[config.mk]
export PLATFORM = sky130hd
export DESIGN_NAME = fp_addsub_pipe
export DESIGN_NICKNAME = d
export VERILOG_FILES = /design/src/rtl/fp_addsub_pipe.sv
export SDC_FILE = /design/constraint.sdc
export NUM_CORES = 1
export LEC_CHECK = 0
export ABC_AREA = 1
export BUFFER_PORTS_ARGS = -buffer_cell sky130_fd_sc_hd__buf_2
export CAP_MARGIN = 30
export CORE_UTILIZATION = 55
export DETAILED_ROUTE_END_ITERATION = 10
export PLACE_DENSITY = 0.73
export RECOVER_POWER = 25
export SLEW_MARGIN = 40
export SYNTH_ARGS = -nofsm -noshare
export SYNTH_HDL_FRONTEND = slang
export SYNTH_SLANG_ARGS = --single-unit
[constraint.sdc]
create_clock -name clk -period 23.1 [get_ports clk]
set_input_delay 1.155 -clock clk [delete_from_list [all_inputs] [get_ports clk]]
set_output_delay 1.155 -clock clk [all_outputs]
set_load 0.01 [all_outputs]
[src/rtl/fp_addsub_pipe.sv]
// Pipelined floating-point add/subtract with valid/ready handshake.
// An input capture rank followed by align, add and normalise/round stages;
// a single global stall freezes every rank while the result is held.
module fp_addsub_pipe #(
  parameter int EXP_W = 8,
  parameter int MAN_W = 23,
  parameter int DW    = EXP_W + MAN_W + 1
) (
  input  logic          clk,
  input  logic          rst,
  input  logic          in_valid,
  output logic          in_ready,
  input  logic [DW-1:0] data_1,
  input  logic [DW-1:0] data_2,
  input  logic          op_sel,
  output logic          out_valid,
  input  logic          out_ready,
  output logic [DW-1:0] data_o,
  output logic [2:0]    flags_o
);

  // Aligned mantissa layout: {hidden, fraction, guard, round, sticky}
  localparam int MW = MAN_W + 4;
  // Working exponent carries a sign bit and one headroom bit
  localparam int EW = EXP_W + 2;
  localparam logic [EXP_W-1:0] EXP_ONES = '1;
  localparam logic [EW-1:0]    E_ONE    = EW'(1);
  localparam logic [31:0]      SH_MAX   = 32'(MAN_W + 3);

  // Leading-zero count of the un-carried sum
  function automatic logic [EW-1:0] lzc(input logic [MW-1:0] v);
    logic [EW-1:0] n;
    logic          found;
    n     = '0;
    found = 1'b0;
    for (int i = MW - 1; i >= 0; i--) begin
      if (!found) begin
        if (v[i]) found = 1'b1;
        else      n = n + E_ONE;
      end else begin
        found = 1'b1;
      end
    end
    return n;
  endfunction

  logic stall_s, en_s;
  logic out_valid_q;
  logic [DW-1:0] data_q, data_d;
  logic [2:0]    flags_q, flags_d;

  assign stall_s   = out_valid_q & ~out_ready;
  assign en_s      = ~stall_s;
  assign in_ready  = ~stall_s;
  assign out_valid = out_valid_q;
  assign data_o    = data_q;
  assign flags_o   = flags_q;

  // ---------------- rank 0: operand capture ----------------
  logic          v0_q, op_q;
  logic [DW-1:0] a_q, b_q;

  // Capture operands only on an input transfer; valid advances unless stalled
  always_ff @(posedge clk) begin
    if (rst) begin
      v0_q <= 1'b0;
      a_q  <= '0;
      b_q  <= '0;
      op_q <= 1'b0;
    end else if (en_s) begin
      v0_q <= in_valid;
      if (in_valid) begin
        a_q  <= data_1;
        b_q  <= data_2;
        op_q <= op_sel;
      end
    end
  end

  // ---------------- stage 1: unpack / swap / align ----------------
  logic sa_s, sb_s, a_zero_s, b_zero_s, a_inf_s, b_inf_s, a_nan_s, b_nan_s, swap_s;
  logic [EXP_W-1:0] ea_s, eb_s, exp_l_s, exp_sm_s, diff_s;
  logic [MAN_W-1:0] fa_eff_s, fb_eff_s;
  logic [MW-1:0]    ml_s, ms_s, aligned_s;
  logic [31:0]      diff32_s, sh_s;
  logic             sign_l_s, sign_sm_s, lost_s;
  logic             nan_s, inv_s, inf_s, infs_s;

  assign sa_s     = a_q[DW-1];
  assign sb_s     = b_q[DW-1] ^ op_q;
  assign ea_s     = a_q[DW-2:MAN_W];
  assign eb_s     = b_q[DW-2:MAN_W];
  assign a_zero_s = (ea_s == '0);
  assign b_zero_s = (eb_s == '0);
  assign a_inf_s  = (ea_s == EXP_ONES) && (a_q[MAN_W-1:0] == '0);
  assign b_inf_s  = (eb_s == EXP_ONES) && (b_q[MAN_W-1:0] == '0);
  assign a_nan_s  = (ea_s == EXP_ONES) && (a_q[MAN_W-1:0] != '0);
  assign b_nan_s  = (eb_s == EXP_ONES) && (b_q[MAN_W-1:0] != '0);
  assign fa_eff_s = a_zero_s ? '0 : a_q[MAN_W-1:0];
  assign fb_eff_s = b_zero_s ? '0 : b_q[MAN_W-1:0];
  assign swap_s   = {eb_s, fb_eff_s} > {ea_s, fa_eff_s};

  // Order operands by magnitude and right-shift the smaller with sticky collection
  always_comb begin
    sign_l_s  = 1'b0;
    sign_sm_s = 1'b0;
    exp_l_s   = '0;
    exp_sm_s  = '0;
    ml_s      = '0;
    ms_s      = '0;
    if (swap_s) begin
      sign_l_s  = sb_s;
      exp_l_s   = eb_s;
      ml_s      = {~b_zero_s, fb_eff_s, 3'b000};
      sign_sm_s = sa_s;
      exp_sm_s  = ea_s;
      ms_s      = {~a_zero_s, fa_eff_s, 3'b000};
    end else begin
      sign_l_s  = sa_s;
      exp_l_s   = ea_s;
      ml_s      = {~a_zero_s, fa_eff_s, 3'b000};
      sign_sm_s = sb_s;
      exp_sm_s  = eb_s;
      ms_s      = {~b_zero_s, fb_eff_s, 3'b000};
    end
    diff_s    = exp_l_s - exp_sm_s;
    diff32_s  = {{(32-EXP_W){1'b0}}, diff_s};
    // Beyond MAN_W+3 every bit of the smaller operand lands in sticky
    sh_s      = (diff32_s >= SH_MAX) ? SH_MAX : diff32_s;
    lost_s    = |(ms_s & ~({MW{1'b1}} << sh_s));
    aligned_s = (ms_s >> sh_s) | {{(MW-1){1'b0}}, lost_s};
  end

  // Special-operand classification; NaN dominates, then effective Inf-Inf
  always_comb begin
    nan_s  = a_nan_s | b_nan_s | (a_inf_s & b_inf_s & (sa_s ^ sb_s));
    inv_s  = a_inf_s & b_inf_s & (sa_s ^ sb_s) & ~(a_nan_s | b_nan_s);
    inf_s  = (a_inf_s | b_inf_s) & ~nan_s;
    infs_s = a_inf_s ? sa_s : sb_s;
  end

  logic             v1_q, sign1_q, sub1_q, zs1_q, nan1_q, inv1_q, inf1_q, infs1_q;
  logic [EXP_W-1:0] exp1_q;
  logic [MW-1:0]    ml1_q, ms1_q;

  // Stage-1 register
  always_ff @(posedge clk) begin
    if (rst) begin
      v1_q <= 1'b0; sign1_q <= 1'b0; sub1_q <= 1'b0; zs1_q <= 1'b0;
      nan1_q <= 1'b0; inv1_q <= 1'b0; inf1_q <= 1'b0; infs1_q <= 1'b0;
      exp1_q <= '0; ml1_q <= '0; ms1_q <= '0;
    end else if (en_s) begin
      v1_q    <= v0_q;
      sign1_q <= sign_l_s;
      sub1_q  <= sign_l_s ^ sign_sm_s;
      zs1_q   <= sa_s & sb_s;
      nan1_q  <= nan_s;
      inv1_q  <= inv_s;
      inf1_q  <= inf_s;
      infs1_q <= infs_s;
      exp1_q  <= exp_l_s;
      ml1_q   <= ml_s;
      ms1_q   <= aligned_s;
    end
  end

  // ---------------- stage 2: magnitude add / subtract ----------------
  logic             v2_q, sign2_q, zs2_q, nan2_q, inv2_q, inf2_q, infs2_q;
  logic [EXP_W-1:0] exp2_q;
  logic [MW:0]      sum2_q;

  // Stage-2 register; larger magnitude is first so the difference is never negative
  always_ff @(posedge clk) begin
    if (rst) begin
      v2_q <= 1'b0; sign2_q <= 1'b0; zs2_q <= 1'b0; nan2_q <= 1'b0;
      inv2_q <= 1'b0; inf2_q <= 1'b0; infs2_q <= 1'b0; exp2_q <= '0; sum2_q <= '0;
    end else if (en_s) begin
      v2_q    <= v1_q;
      sign2_q <= sign1_q;
      zs2_q   <= zs1_q;
      nan2_q  <= nan1_q;
      inv2_q  <= inv1_q;
      inf2_q  <= inf1_q;
      infs2_q <= infs1_q;
      exp2_q  <= exp1_q;
      sum2_q  <= sub1_q ? ({1'b0, ml1_q} - {1'b0, ms1_q}) : ({1'b0, ml1_q} + {1'b0, ms1_q});
    end
  end

  // ---------------- stage 3: normalise / round / pack ----------------
  logic [MW-1:0]    norm_s;
  logic [EW-1:0]    lz_s, e_s, e_r_s;
  logic [MAN_W+1:0] mant_s;
  logic [MAN_W-1:0] frac_s;
  logic             g_s, r_s, st_s, rnd_s;

  // Normalise, round to nearest even, then apply zero/underflow/overflow/special overrides
  always_comb begin
    norm_s = '0;
    lz_s   = '0;
    e_s    = '0;
    if (sum2_q[MW]) begin
      norm_s = {sum2_q[MW:2], sum2_q[1] | sum2_q[0]};
      e_s    = {2'b00, exp2_q} + E_ONE;
    end else begin
      lz_s   = lzc(sum2_q[MW-1:0]);
      norm_s = sum2_q[MW-1:0] << lz_s;
      e_s    = {2'b00, exp2_q} - lz_s;
    end
    g_s    = norm_s[2];
    r_s    = norm_s[1];
    st_s   = norm_s[0];
    rnd_s  = g_s & (r_s | st_s | norm_s[3]);
    mant_s = {1'b0, norm_s[MW-1:3]} + {{(MAN_W+1){1'b0}}, rnd_s};
    e_r_s  = mant_s[MAN_W+1] ? (e_s + E_ONE) : e_s;
    frac_s = mant_s[MAN_W+1] ? mant_s[MAN_W:1] : mant_s[MAN_W-1:0];

    data_d  = '0;
    flags_d = 3'b000;
    if (nan2_q) begin
      data_d  = {1'b0, EXP_ONES, 1'b1, {(MAN_W-1){1'b0}}};
      flags_d = {inv2_q, 2'b00};
    end else if (inf2_q) begin
      data_d  = {infs2_q, EXP_ONES, {MAN_W{1'b0}}};
      flags_d = 3'b000;
    end else if (sum2_q == '0) begin
      data_d  = {zs2_q, {(DW-1){1'b0}}};
      flags_d = 3'b000;
    end else if (e_s[EW-1] || (e_s == '0)) begin
      data_d  = {sign2_q, {(DW-1){1'b0}}};
      flags_d = 3'b001;
    end else if (!e_r_s[EW-1] && (e_r_s[EXP_W:0] >= {1'b0, EXP_ONES})) begin
      data_d  = {sign2_q, EXP_ONES, {MAN_W{1'b0}}};
      flags_d = 3'b011;
    end else begin
      data_d  = {sign2_q, e_r_s[EXP_W-1:0], frac_s};
      flags_d = {2'b00, g_s | r_s | st_s};
    end
  end

  // Output register; holds while stalled so the consumer sees stable data
  always_ff @(posedge clk) begin
    if (rst) begin
      out_valid_q <= 1'b0;
      data_q      <= '0;
      flags_q     <= 3'b000;
    end else if (en_s) begin
      out_valid_q <= v2_q;
      if (v2_q) begin
        data_q  <= data_d;
        flags_q <= flags_d;
      end
    end
  end

endmodule
==> key figures <==
Clock tree
  – Clk buf depth: 3
  – # Post-CTS Setup Buffers: 0
  – CTS root buf: clkbuf_16
  – # H-tree levels: 1
  – Clock sinks: 212
  – Clock-pin slew on the worst setup and hold paths: 60 ps
  – Worst skew pair latency: 580 ps
  – Hold-fix buffers at CTS: 0
  – Total CTS buffers: 26
  – TritonCTS clock tree: done
  – PostCTS Resize Cnt: 0

Detailed routing
  – Routed wire length per instance: 16.7 um
  – Pre-antenna DRT Iters: 6
  – Drt total wl: 62.9 mm
  – Vias per inst: 5.76
  – ANT nets after route: 0
  – Via count: 21.7k
  – Starting DRT DRC Count: 1728
  – Drt drc: 0

Die
  – Die Area: 0.0364 mm^2
  – Die Wd: 191 um
  – Num ports: 106
  – Initial Util: 56.4%
  – Core ar.: 0.0348 mm^2
  – Row cnt: 68
  – Die H: 191 um

GRT
  – First-pass GRT wire length: 102 mm
  – Vias in the first global route: 20.7k
  – Grt ovf: 0
  – GRT Overall Usage: 34.4%
  – Initial antenna violation count: 2
  – Largest net degree at the start of global routing: 93

Logic synthesis
  – Library cells used by synthesis: 66
  – Synth async-reset ratio: 0%
  – Post-synth net total: 3430
  – Post-synthesis register bit count: 212
  – Avg Cell Area, Syn: 6.01 um^2
  – Sequential fraction of the synthesis area: 21.6%
  – Synthesized instance count: 3266
  – Post-synth EDFFs: 0
  – Top_reg_cell synth: dfxtp_1
  – Cell Area, Synth: 0.0196 mm^2
  – Synth warnings: 0

Critical path
  – Worst setup EP type: flip-flop
  – CP arrival: 19270 ps
  – Crit Reg-Reg Startpoint: sum2_q[25]
  – Worst path max stage delay: 560 ps
  – Critical path launch point: sum2_q[25]
  – Crit path kind: flip-flop to flip-flop
  – Critical Path RT: 23420 ps
  – Slowest-stage cell, CP: nor2_1
  – Crit-path max FO: 32
  – Most used cell, CP: nand2_1
  – Crit path launch type: flip-flop

STA
  – Clk_skew: 36.7 ps
  – Final hold vios: 0
  – Final Setup Violations: 0
  – RSZ-0062 raised after global routing: no
  – Final Slew Violations: 144
  – Slew @ Worst Pin: 2410 ps
  – Fmax: 52.8 MHz
  – Max transition margin: -60.6%
  – Final worst path period share: 82.1%
  – Tmin final: 18960 ps
  – Min Hold Slack: 459 ps
  – TNS Setup: 0 ps
  – Setup WS post-layout: 4140 ps

Hold path
  – Min-delay src: zs2_q
  – HP Class: flip-flop to flip-flop

Cells and area
  – Multi-input gate area: 0.0132 mm^2
  – Fin cells: 3764
  – Fill count: 3426
  – Nets: 3454
  – P&R area growth vs syn: 7.87%
  – Share of layout cells above drive strength 1: 8.95%
  – Register area: 0.00424 mm^2

Placed design
  – Placed insts: 3717
  – PortBufs: 105
  – HPWL after DPL: 49.1 mm
  – Final GP Congestion: 1.01
  – DP Worst Slack: 4530 ps

Flow run
  – Max Cap Viol: 2

Run status
  – Violated checks: max-capacitance violations, max-slew violations
  – Status: finished, violations left
## stage by stage
stage	utilization [%]	instance area [um^2]
finish	60.8	21200
CTS	60.9	21200
floorplan	-	19600
global placement	58.4	20300
detailed placement	58.4	20300
global route	60.8	21200
## layout by cell type (no fill, tap or decap), types with 15 or more instances in the layout
master,n
buf_4,19
buf_2,68
ha_1,94
inv_1,388
inv_2,43
nand3b_1,16
nor2_2,21
nand4_1,64
a21oi_1,245
nand2_2,34
xnor2_1,33
nand2_1,773
nor4_1,17
o22ai_1,23
clkbuf_1,39
nor2_1,313
o21bai_1,15
dfxtp_1,212
o211ai_1,41
clkbuf_16,26
o21ai_0,300
nand3_1,242
nand3_2,25
xor2_1,64
nor3_1,31
## registers in the layout, indices dropped and copies added, names as in the netlist, 3 cells and up
signal   cells
flags_o      3
sum2_q      28
data_o      32
b_q         32
a_q         32
ms1_q       27
ml1_q       24
exp2_q       8
exp1_q       8
## final timing paths
check	end	slack [ps]	depth (start not counted)
max	data_o[19]	4140	114
min	zs2_q	460	2
max reg2reg	data_o[19]	4140	114
min reg2reg	zs2_q	460	2
## worst max-delay path, delay by kind of cell, from the launching register on
family / cells / cell delay, ps
AND/OR/NAND/NOR: 53 / 7620
adder cells (fa/ha/maj): 25 / 6630
AO/OA/AOI/OAI: 15 / 2340
buffers and inverters: 21 / 1630
flip-flops: 1 / 420
## synth_stat cells, types with 17 or more instances
library cell	n	area, um^2
o22ai_1	23	144
nand3_2	25	250
nor2_1	315	1180
nor4_1	17	106
o21ai_0	300	1500
xor2_1	64	561
a21oi_1	245	1230
nor3_1	32	160
o211ai_1	41	308
nand3_1	242	1210
ha_1	94	1180
nor2_2	21	131
clkbuf_1	96	360
inv_2	41	154
xnor2_1	33	289
dfxtp_1	212	4240
nand2_2	33	206
nand2_1	774	2910
inv_1	390	1460
nand4_1	64	400
## cells by family after synthesis
kind of cell	Yosys count	synth area share (%)
AOI/OAI and AO/OA	701	19.8
adders and majority gates	95	6.10
muxes	9	0.459
buffers and inverters	571	11.4
and+or+nand+nor	1581	36.3
xor gates and xnor gates	97	4.33
DFF	212	21.6
## metal layers
layer / vias to the layer above / GRT usage, % / part of all wire [%]
li1: 10800 / - / -
met1: 9961 / 40.9 / 42
met2: 724 / 61.1 / 48
met3: 181 / 3.15 / 4.9
met4: 0 / 18.2 / 5.5
met5: - / 0 / 0
## cell type report
class	count	share of cell area (%)
antenna	2	0.0237
clock inverter	15	0.917
clock buffer	30	3.24
inverter	442	7.86
multi-input combinational	2483	62.2
timing repair buffer	125	2.99
sequential	212	20.1
tap	455	2.69
Power is not shown: default switching activity piles up to over one toggle a cycle in this logic, so the estimate is an artifact.
